[config.mk]
export PLATFORM = sky130hd
export DESIGN_NAME = cdb_arbiter_flat
export DESIGN_NICKNAME = d
export VERILOG_FILES = /design/src/rtl/cdb_arbiter_if.sv /design/src/rtl/cdb_arbiter.sv /design/src/flat_wrapper.sv
export SDC_FILE = /design/constraint.sdc
export NUM_CORES = 1
export LEC_CHECK = 0
export BUFFER_PORTS_ARGS = -buffer_cell sky130_fd_sc_hd__buf_2
export CORE_MARGIN = 5
export CORE_UTILIZATION = 40
export CTS_CLUSTER_DIAMETER = 200
export DETAILED_ROUTE_END_ITERATION = 7
export SYNTH_ARGS = -nofsm -noshare
export SYNTH_HDL_FRONTEND = slang
export SYNTH_SLANG_ARGS = --single-unit
[constraint.sdc]
create_clock -name clk_in -period 21.7 [get_ports clk_in]
set_input_delay 3.255 -clock clk_in [delete_from_list [all_inputs] [get_ports clk_in]]
set_output_delay 3.255 -clock clk_in [all_outputs]
set_load 0.01 [all_outputs]
[src/rtl/cdb_arbiter_if.sv]
// Producer-side handshakes and the registered CDB broadcast of cdb_arbiter.
// The arbiter takes the slave view; the producers and consumers take the master view.
interface cdb_arbiter_if #(
  parameter int TAG_W  = 5,
  parameter int DATA_W = 32,
  parameter int ADDR_W = 32
);
  // ALU/branch producer
  logic              alu_valid_in;
  logic              alu_ready_out;
  logic [TAG_W-1:0]  alu_tag_in;
  logic [DATA_W-1:0] alu_data_in;
  logic              alu_jump_in;
  logic [ADDR_W-1:0] alu_target_in;

  // Load producer
  logic              lsb_valid_in;
  logic              lsb_ready_out;
  logic [TAG_W-1:0]  lsb_tag_in;
  logic [DATA_W-1:0] lsb_data_in;

  // Broadcast to ROB, RS, LSB and regfile
  logic              cdb_valid_out;
  logic              cdb_src_out;
  logic [TAG_W-1:0]  cdb_tag_out;
  logic [DATA_W-1:0] cdb_data_out;
  logic              cdb_jump_out;
  logic [ADDR_W-1:0] cdb_target_out;

  modport master (
    output alu_valid_in, alu_tag_in, alu_data_in, alu_jump_in, alu_target_in,
    output lsb_valid_in, lsb_tag_in, lsb_data_in,
    input  alu_ready_out, lsb_ready_out,
    input  cdb_valid_out, cdb_src_out, cdb_tag_out, cdb_data_out,
    input  cdb_jump_out, cdb_target_out
  );

  modport slave (
    input  alu_valid_in, alu_tag_in, alu_data_in, alu_jump_in, alu_target_in,
    input  lsb_valid_in, lsb_tag_in, lsb_data_in,
    output alu_ready_out, lsb_ready_out,
    output cdb_valid_out, cdb_src_out, cdb_tag_out, cdb_data_out,
    output cdb_jump_out, cdb_target_out
  );
endinterface

[src/rtl/cdb_arbiter.sv]
// Two-producer CDB arbiter: per-source holding FIFOs, round-robin grant and a
// registered broadcast; a ROB clear empties both FIFOs.
module cdb_arbiter #(
  parameter int TAG_W  = 5,
  parameter int DATA_W = 32,
  parameter int ADDR_W = 32,
  parameter int DEPTH  = 2
) (
  input  logic          clk_in,
  input  logic          rst_n_in,
  input  logic          rdy_in,
  input  logic          clear_in,
  cdb_arbiter_if.slave  bus
);

  localparam int PTR_W = (DEPTH > 1) ? $clog2(DEPTH) : 1;
  localparam int CNT_W = PTR_W + 1;
  localparam logic [CNT_W-1:0] FULL_CNT = CNT_W'(DEPTH);

  typedef enum logic {
    SRC_ALU = 1'b0,
    SRC_LSB = 1'b1
  } src_e;

  typedef struct packed {
    logic [TAG_W-1:0]  tag;
    logic [DATA_W-1:0] data;
    logic              jump;
    logic [ADDR_W-1:0] target;
  } alu_entry_t;

  typedef struct packed {
    logic [TAG_W-1:0]  tag;
    logic [DATA_W-1:0] data;
  } lsb_entry_t;

  alu_entry_t       alu_mem [DEPTH];
  lsb_entry_t       lsb_mem [DEPTH];
  logic [PTR_W-1:0] alu_head, alu_tail, lsb_head, lsb_tail;
  logic [CNT_W-1:0] alu_count, lsb_count;
  src_e             last_grant;

  logic       active;
  logic       alu_ready, lsb_ready;
  logic       alu_push, lsb_push;
  logic       alu_pop, lsb_pop;
  logic       alu_nonempty, lsb_nonempty;
  logic       grant_valid;
  src_e       grant_src;
  alu_entry_t grant_entry;

  // Readies come from registered state plus the two global controls only.
  assign active    = rdy_in & ~clear_in;
  assign alu_ready = active & (alu_count < FULL_CNT);
  assign lsb_ready = active & (lsb_count < FULL_CNT);

  assign bus.alu_ready_out = alu_ready;
  assign bus.lsb_ready_out = lsb_ready;

  assign alu_push     = bus.alu_valid_in & alu_ready;
  assign lsb_push     = bus.lsb_valid_in & lsb_ready;
  assign alu_nonempty = (alu_count != '0);
  assign lsb_nonempty = (lsb_count != '0);

  // NOTE: every output of a combinational block gets a default first, so no
  // path through the case leaves a signal unassigned and a latch is inferred.
  always_comb begin
    grant_valid = 1'b0;
    grant_src   = SRC_ALU;
    if (active) begin
      unique case ({alu_nonempty, lsb_nonempty})
        2'b11: begin
          grant_valid = 1'b1;
          grant_src   = (last_grant == SRC_LSB) ? SRC_ALU : SRC_LSB;
        end
        2'b10: begin
          grant_valid = 1'b1;
          grant_src   = SRC_ALU;
        end
        2'b01: begin
          grant_valid = 1'b1;
          grant_src   = SRC_LSB;
        end
        default: ;
      endcase
    end
  end

  assign alu_pop = grant_valid & (grant_src == SRC_ALU);
  assign lsb_pop = grant_valid & (grant_src == SRC_LSB);

  // Load results have no jump/target; they are zero-filled on the way out.
  always_comb begin
    grant_entry = alu_mem[alu_head];
    if (grant_src == SRC_LSB) begin
      grant_entry.tag    = lsb_mem[lsb_head].tag;
      grant_entry.data   = lsb_mem[lsb_head].data;
      grant_entry.jump   = 1'b0;
      grant_entry.target = '0;
    end
  end

  // NOTE: the storage arrays carry no reset; an entry is only ever read while
  // its count says it is valid, so reset value would be dead logic.
  always_ff @(posedge clk_in) begin
    if (alu_push) begin
      alu_mem[alu_tail] <= {bus.alu_tag_in, bus.alu_data_in,
                            bus.alu_jump_in, bus.alu_target_in};
    end
    if (lsb_push) begin
      lsb_mem[lsb_tail] <= {bus.lsb_tag_in, bus.lsb_data_in};
    end
  end

  // NOTE: sequential state uses non-blocking assignments so every register
  // samples pre-edge values regardless of statement order.
  always_ff @(posedge clk_in or negedge rst_n_in) begin
    if (!rst_n_in) begin
      alu_head  <= '0;
      alu_tail  <= '0;
      alu_count <= '0;
      lsb_head  <= '0;
      lsb_tail  <= '0;
      lsb_count <= '0;
    end else if (clear_in) begin
      alu_head  <= '0;
      alu_tail  <= '0;
      alu_count <= '0;
      lsb_head  <= '0;
      lsb_tail  <= '0;
      lsb_count <= '0;
    end else begin
      if (alu_push) alu_tail <= alu_tail + 1'b1;
      if (alu_pop)  alu_head <= alu_head + 1'b1;
      if (lsb_push) lsb_tail <= lsb_tail + 1'b1;
      if (lsb_pop)  lsb_head <= lsb_head + 1'b1;
      unique case ({alu_push, alu_pop})
        2'b10:   alu_count <= alu_count + 1'b1;
        2'b01:   alu_count <= alu_count - 1'b1;
        default: alu_count <= alu_count;
      endcase
      unique case ({lsb_push, lsb_pop})
        2'b10:   lsb_count <= lsb_count + 1'b1;
        2'b01:   lsb_count <= lsb_count - 1'b1;
        default: lsb_count <= lsb_count;
      endcase
    end
  end

  // The ALU wins the first tie after reset; a clear leaves fairness history alone.
  always_ff @(posedge clk_in or negedge rst_n_in) begin
    if (!rst_n_in) begin
      last_grant <= SRC_LSB;
    end else if (grant_valid) begin
      last_grant <= grant_src;
    end
  end

  // Without a grant only valid drops; payload holds so consumers see no glitching.
  always_ff @(posedge clk_in or negedge rst_n_in) begin
    if (!rst_n_in) begin
      bus.cdb_valid_out  <= 1'b0;
      bus.cdb_src_out    <= 1'b0;
      bus.cdb_tag_out    <= '0;
      bus.cdb_data_out   <= '0;
      bus.cdb_jump_out   <= 1'b0;
      bus.cdb_target_out <= '0;
    end else if (grant_valid) begin
      bus.cdb_valid_out  <= 1'b1;
      bus.cdb_src_out    <= grant_src;
      bus.cdb_tag_out    <= grant_entry.tag;
      bus.cdb_data_out   <= grant_entry.data;
      bus.cdb_jump_out   <= grant_entry.jump;
      bus.cdb_target_out <= grant_entry.target;
    end else begin
      bus.cdb_valid_out  <= 1'b0;
    end
  end

  count_bound_a : assert property (@(posedge clk_in) disable iff (!rst_n_in)
    (alu_count <= FULL_CNT) && (lsb_count <= FULL_CNT));

  no_starve_a : assert property (@(posedge clk_in) disable iff (!rst_n_in)
    (grant_valid && alu_nonempty && lsb_nonempty) |-> (grant_src != last_grant));

endmodule

[src/flat_wrapper.sv]
// flat-port wrapper written by rule: the top's interface ports become plain ports
module cdb_arbiter_flat 
#(
  parameter int TAG_W  = 5,
  parameter int DATA_W = 32,
  parameter int ADDR_W = 32,
  parameter int DEPTH  = 2
)
  (clk_in, rst_n_in, rdy_in, clear_in, bus_alu_valid_in, bus_alu_tag_in, bus_alu_data_in, bus_alu_jump_in, bus_alu_target_in, bus_lsb_valid_in, bus_lsb_tag_in, bus_lsb_data_in, bus_alu_ready_out, bus_lsb_ready_out, bus_cdb_valid_out, bus_cdb_src_out, bus_cdb_tag_out, bus_cdb_data_out, bus_cdb_jump_out, bus_cdb_target_out);
  cdb_arbiter_if #(.TAG_W(TAG_W), .DATA_W(DATA_W), .ADDR_W(ADDR_W)) bus_i ();
  input  logic clk_in;
  input  logic rst_n_in;
  input  logic rdy_in;
  input  logic clear_in;
  input wire logic [$bits(bus_i.alu_valid_in)-1:0] bus_alu_valid_in;
  input wire logic [$bits(bus_i.alu_tag_in)-1:0] bus_alu_tag_in;
  input wire logic [$bits(bus_i.alu_data_in)-1:0] bus_alu_data_in;
  input wire logic [$bits(bus_i.alu_jump_in)-1:0] bus_alu_jump_in;
  input wire logic [$bits(bus_i.alu_target_in)-1:0] bus_alu_target_in;
  input wire logic [$bits(bus_i.lsb_valid_in)-1:0] bus_lsb_valid_in;
  input wire logic [$bits(bus_i.lsb_tag_in)-1:0] bus_lsb_tag_in;
  input wire logic [$bits(bus_i.lsb_data_in)-1:0] bus_lsb_data_in;
  output wire logic [$bits(bus_i.alu_ready_out)-1:0] bus_alu_ready_out;
  output wire logic [$bits(bus_i.lsb_ready_out)-1:0] bus_lsb_ready_out;
  output wire logic [$bits(bus_i.cdb_valid_out)-1:0] bus_cdb_valid_out;
  output wire logic [$bits(bus_i.cdb_src_out)-1:0] bus_cdb_src_out;
  output wire logic [$bits(bus_i.cdb_tag_out)-1:0] bus_cdb_tag_out;
  output wire logic [$bits(bus_i.cdb_data_out)-1:0] bus_cdb_data_out;
  output wire logic [$bits(bus_i.cdb_jump_out)-1:0] bus_cdb_jump_out;
  output wire logic [$bits(bus_i.cdb_target_out)-1:0] bus_cdb_target_out;
  assign bus_i.alu_valid_in = bus_alu_valid_in;
  assign bus_i.alu_tag_in = bus_alu_tag_in;
  assign bus_i.alu_data_in = bus_alu_data_in;
  assign bus_i.alu_jump_in = bus_alu_jump_in;
  assign bus_i.alu_target_in = bus_alu_target_in;
  assign bus_i.lsb_valid_in = bus_lsb_valid_in;
  assign bus_i.lsb_tag_in = bus_lsb_tag_in;
  assign bus_i.lsb_data_in = bus_lsb_data_in;
  assign bus_alu_ready_out = bus_i.alu_ready_out;
  assign bus_lsb_ready_out = bus_i.lsb_ready_out;
  assign bus_cdb_valid_out = bus_i.cdb_valid_out;
  assign bus_cdb_src_out = bus_i.cdb_src_out;
  assign bus_cdb_tag_out = bus_i.cdb_tag_out;
  assign bus_cdb_data_out = bus_i.cdb_data_out;
  assign bus_cdb_jump_out = bus_i.cdb_jump_out;
  assign bus_cdb_target_out = bus_i.cdb_target_out;
  cdb_arbiter #(.TAG_W(TAG_W), .DATA_W(DATA_W), .ADDR_W(ADDR_W), .DEPTH(DEPTH)) u_core (.clk_in(clk_in), .rst_n_in(rst_n_in), .rdy_in(rdy_in), .clear_in(clear_in), .bus(bus_i));
endmodule
After elaboration in Yosys (flattened, before gate mapping)
Memories as Yosys holds them, arrays and structs flattened.
Cells that the tools add are included.
{"block": "op_classes", "order_cmp": 2, "shifts": 0, "n_addsub": 8, "n_bitwise": 9, "mul": 0, "n_eq_ne": 7, "div": 0, "reduce_logical": 9, "n_mux": 23}
{"op": "$mux W70", "n": 1}
{"op": "$mux W1", "n": 17}
{"op": "$reduce_bool A2 Y1", "n": 6}
{"op": "$eq A2 B2 Y1 const B", "n": 4}
{"op": "$pmux W2 S2", "n": 2}
{"op": "$and A1 B1 Y1", "n": 7}
{"op": "$eq A2 B1 Y1 const B", "n": 3}
{"op": "$reduce_bool A3 Y1", "n": 2}
{"op": "$add A1 B1 Y1 const B", "n": 4}
{"op": "$add A2 B1 Y2 const B", "n": 2}
{"op": "$lt A2 B2 Y1 const B", "n": 2}
{"op": "$mux W2", "n": 2}
{"op": "$sub A2 B1 Y2 const B", "n": 2}
{"op": "$reduce_or A3 Y1", "n": 1}
{"op": "$not A1 Y1", "n": 2}
{"op": "$pmux W1 S2", "n": 1}
{"block": "totals", "ram_bits": 214, "latch_bits": 0, "input_bits": 113, "wordCells": 73, "reg_bits": 81, "n_memories": 2, "out_inout_bits": 74, "mem_bits_ro": 0}
{"name": "u_core.alu_mem", "depth": 2, "width": 70, "read_ports": 1, "rd_ports_with_merged_regs": 0, "write_ports": 1, "line_no": "cdb_arbiter.sv:37", "rtl": "alu_entry_t alu_mem [DEPTH];"}
{"name": "u_core.lsb_mem", "depth": 2, "width": 37, "read_ports": 1, "rd_ports_with_merged_regs": 0, "write_ports": 1, "line_no": "cdb_arbiter.sv:38", "rtl": "lsb_entry_t lsb_mem [DEPTH];"}

Longest topological paths before layout
{"block": "logic_depth", "ltp_word": 9, "depth_mapped": 7}

Worst setup path before layout
No wires, ideal clock.
{"block": "synth_path", "path_kind": "input-to-reg", "start": "in clear_in", "end": "mem u_core.alu_mem[0][0] (netlist name), enable pin", "slack_ps": 10841, "t_arrival_ps": 10188, "required_time_ps": 21029, "cell_stages": 2, "path_buffers": 1, "cell_sequence": "clkbuf_1 nor4_1"}
{"block": "synth_between", "elab_chain_len": 6}
{"element": "start, declared", "line_no": "flat_wrapper.sv:14", "rtl": "input logic clear_in;"}
{"element": "$not A1 Y1", "line_no": "cdb_arbiter.sv:53", "rtl": "assign active = rdy_in & ~clear_in;"}
{"element": "$and A1 B1 Y1", "line_no": "cdb_arbiter.sv:53"}
{"element": "$and A1 B1 Y1", "line_no": "cdb_arbiter.sv:54", "rtl": "assign alu_ready = active & (alu_count < FULL_CNT);"}
{"element": "$and A1 B1 Y1", "line_no": "cdb_arbiter.sv:60", "rtl": "assign alu_push = bus.alu_valid_in & alu_ready;"}
{"element": "$mux W1", "line_no": "cdb_arbiter.sv:106", "rtl": "if (alu_push) begin"}
{"element": "$mux W1 (not written as such)", "line_no": "cdb_arbiter.sv:107", "rtl": "alu_mem[alu_tail] <= {bus.alu_tag_in, bus.alu_data_in,"}
{"element": "end, declared", "line_no": "cdb_arbiter.sv:37"}
Every way passes these cells.

Worst setup path in the final report
{"block": "layout_path", "start": "in clear_in", "end": "out bus_lsb_ready_out"}
{"block": "layout_between", "elab_chain_len": 3}
{"element": "$not A1 Y1", "line_no": "cdb_arbiter.sv:53"}
{"element": "$and A1 B1 Y1", "line_no": "cdb_arbiter.sv:53"}
{"element": "$and A1 B1 Y1", "line_no": "cdb_arbiter.sv:55", "rtl": "assign lsb_ready = active & (lsb_count < FULL_CNT);"}
{"element": "end, declared", "line_no": "flat_wrapper.sv:24", "rtl": "output wire logic [$bits(bus_i.lsb_ready_out)-1:0] bus_lsb_ready_out;"}
Every way passes these cells.

==> qor.csv <==
metric,value,unit
clock power share,0.394,
H-tree levels,1,
number of fill cells in the layout,2448,
Final Cycle Share,0.328,
Initial Utilization,0.405,
XOR/XNOR Fraction of Synth Area,0.00311,
post-synthesis net count,742,
CP Cell Sequence,buf_2 -> nand2b_1 -> nor2_1 -> buf_2,
Num CTS Buffers,30,
chip width,178,microns
Synth Area in Compound Gates,0.0810,
Slew @ Worst Pin,0.793,ns
Clock transition at path regs,0.06,ns
Sw Pwr,308,uW
cell area after synthesis,0.0113,sq mm
DR iter-0 viols,300,
Combinational Power Share,0.104,
vias,6061,
"Hold Vio Cnt, Final",0,
Seq pwr share,0.502,
reg2reg path depth,3,
number of synthesized flops with an enable pin,214,
area grow syn2layout,21.0,%
Yosys cell types,34,
Final ANT Viol Nets,0,
clk root buf,clkbuf_16,
utilization after layout,0.490,
Tmin final,7.12,ns
# DRC,0,
CP max stage cell,buf_2,
CTS tree,yes,
CP endpoint,bus_lsb_ready_out,
status,"finished, final reports clean",
Power Dens Cells,98.9,mW/mm^2
cell count after placement,1172,
crit-path max FO,13,
Routed WL per cell,19.5,microns
Final GP Congestion,0.704,
core footprint,0.0278,sq mm
setup TNS,0,ns
Vias/cell,4.93,
"Seq/Total Area, Yosys",0.751,
total wire length,24000,microns
first-pass GRT wire length,37000,microns
max frequency,141,MHz
fin. max-slew vios,0,
"area leader, netlist",edfxtp_1,
Layout Nets,939,
async set or reset register ratio after synthesis,0.275,
# resized after CTS,0,
Hold Path Class,reg -> reg,
number of global-route vias before repair,6390,
reg2reg start,u_core.alu_count[1],
critical path startpoint category,input port,
count of hold-fix buffers inserted at cts,0,
largest net degree at the start of global routing,50,
simple-gate share of the synthesized area,0.0484,
Worst EP required,18.45,ns
adder-cell share of the synthesized area,0,
GR Util All Layers,0.151,
Cell Rows,61,
CTS Sinks,295,
proportion of synthesized area in mux cells,0.0952,
Skew-Pair Late Insertion Delay,0.54,ns
largest family of logic cells by synthesized area,multiplexers,
syn avg cell area,17.9,sq um
VDD IR max,0.0721,mV
Synth top area share,0.571,
Pint,1040,uW
Cells after Synth,629,
type of element capturing the critical path,output port,
Clock Path Buffers,3,
Synth top cells by count,"edfxtp_1 (214), mux2i_1 (107), dfrtp_1 (80)",
setup violators final,0,
sw frac,0.229,
leakage power,0.00506,uW
Reg-to-Reg End,u_core.alu_mem[1][3],
iteration count of the initial detailed-routing pass,4,
# Post-CTS Setup Buffers,0,
Worst Path Arrival,3.86,ns
synth warn,0,
"FF+latch count, synth",295,
Worst Setup SP,clear_in,
flop-to-flop setup slack,19.29,ns
Relative slew margins,0.471,
Max Cap Viol,0,
Final HPWL DP,14700,microns
Die H,178,microns
Port Buf Inserts,186,
RSZ-0062 raised after global routing,no,
most numerous cell in the Yosys netlist,edfxtp_1,
top post-synthesis cells by area,"edfxtp_1 (57%), dfrtp_1 (18%), mux2i_1 (9.5%), o221ai_2 (4.0%), nand2_2 (3.2%)",
CP Class,in -> out,
Finished Layout Cells,1229,
initial antenna violation count,5,
Overflow after GRT,0,
io pins,187,
critical path's largest stage delay,0.23,ns
CP dominant cell by count,buf_2,
Die Area,0.0316,sq mm
Layout Skew,0.0159,ns
layout cells sized above 1,0.439,
"Primary FF master, synth",edfxtp_1,
[final cells by class]
class / instances / area (sq um) / area share
sequential: 295 / 8460 / 0.621
multi-input combinational: 297 / 2590 / 0.190
timing repair buffer: 201 / 1050 / 0.0768
clock buffer: 44 / 885 / 0.0650
tap: 378 / 473 / 0.0347
clock inverter: 12 / 158 / 0.0116
inverter: 1 / 3.75 / 0.000276
antenna: 1 / 2.50 / 0.000184
[through the flow]
stage / area [sq um] / hold WS [ns] / power [uW] / setup WS [ns]
after floorplan: 11300 / 0.447 / 762 / 10.84
after global placement: 12600 / 0.464 / 828 / 14.58
after detailed placement: 12600 / 0.466 / 831 / 14.58
after CTS: 13600 / 0.482 / 1370 / 14.58
after global routing: 13600 / 0.501 / 1410 / 14.51
final: 13600 / 0.479 / 1350 / 14.58
[worst max-delay path, delay by kind of cell]
| family | cells | cell delay [ns] |
|---|---|---|
| buf+inv | 2 | 0.38 |
| simple gates | 2 | 0.22 |
[routing by layer]
metal | track usage | share of wire
met2 | 0.249 | 0.48
met5 | 0 | 0.0028
met3 | 0.0452 | 0.080
met4 | 0.0293 | 0.013
met1 | 0.201 | 0.43
[worst min-delay path by stage]
stage	start	endpoint	slack [ns]	cells after the start
2_1_floorplan	u_core.last_grant	u_core.last_grant	0.45	2
3_3_place_gp	u_core.bus.cdb_target_out[30]	u_core.bus.cdb_target_out[30]	0.46	2
3_5_place_dp	u_core.bus.cdb_target_out[18]	u_core.bus.cdb_target_out[18]	0.47	2
4_1_cts	u_core.bus.cdb_target_out[21]	u_core.bus.cdb_target_out[21]	0.48	2
5_1_grt	u_core.bus.cdb_target_out[2]	u_core.bus.cdb_target_out[2]	0.50	2
6_report	u_core.bus.cdb_target_out[21]	u_core.bus.cdb_target_out[21]	0.48	2
[power by group through the flow]
stage	Sequential, uW	Clock [uW]	Combinational, uW
after floorplan	698	0	64.1
after global placement	688	0	140
after detailed placement	687	0	144
after CTS	677	544	144
after global routing	681	568	156
final	676	530	140
[flip-flops by register name, summed over array words and instances (netlist names)]
name and flops:
u_core.alu_count 2, u_core.alu_head 1, u_core.alu_mem 140, u_core.alu_tail 1
u_core.bus.cdb_data_out 32, u_core.bus.cdb_jump_out 1, u_core.bus.cdb_src_out 1, u_core.bus.cdb_tag_out 5
u_core.bus.cdb_target_out 32, u_core.bus.cdb_valid_out 1, u_core.last_grant 1, u_core.lsb_count 2
u_core.lsb_head 1, u_core.lsb_mem 74, u_core.lsb_tail 1
[kinds of logic (layout without fill, tap and decap cells)]
family,count (synthesis),count (layout)
other cells,0,1
buf+inv,37,258
mux,107,107
simple gates,98,98
xor+xnor,4,4
compound gates,88,88
flops,295,295
[cells in the final DEF (no fill, tap or decap), drive strengths merged, types with 2 or more instances in the layout]
master  Yosys  routed
mux2i     107     107
nor4        3       3
nor2        7       7
a21oi       5       5
xor2        4       4
o21ai      38      38
nand2      79      79
bufinv      0       4
dfrtp      80      80
or3         2       2
nor2b       2       2
o221ai     37      37
clkbuf     11      44
clkinv      0       8
buf        25     201
edfxtp    214     214
(Power assumes the default switching activity.)
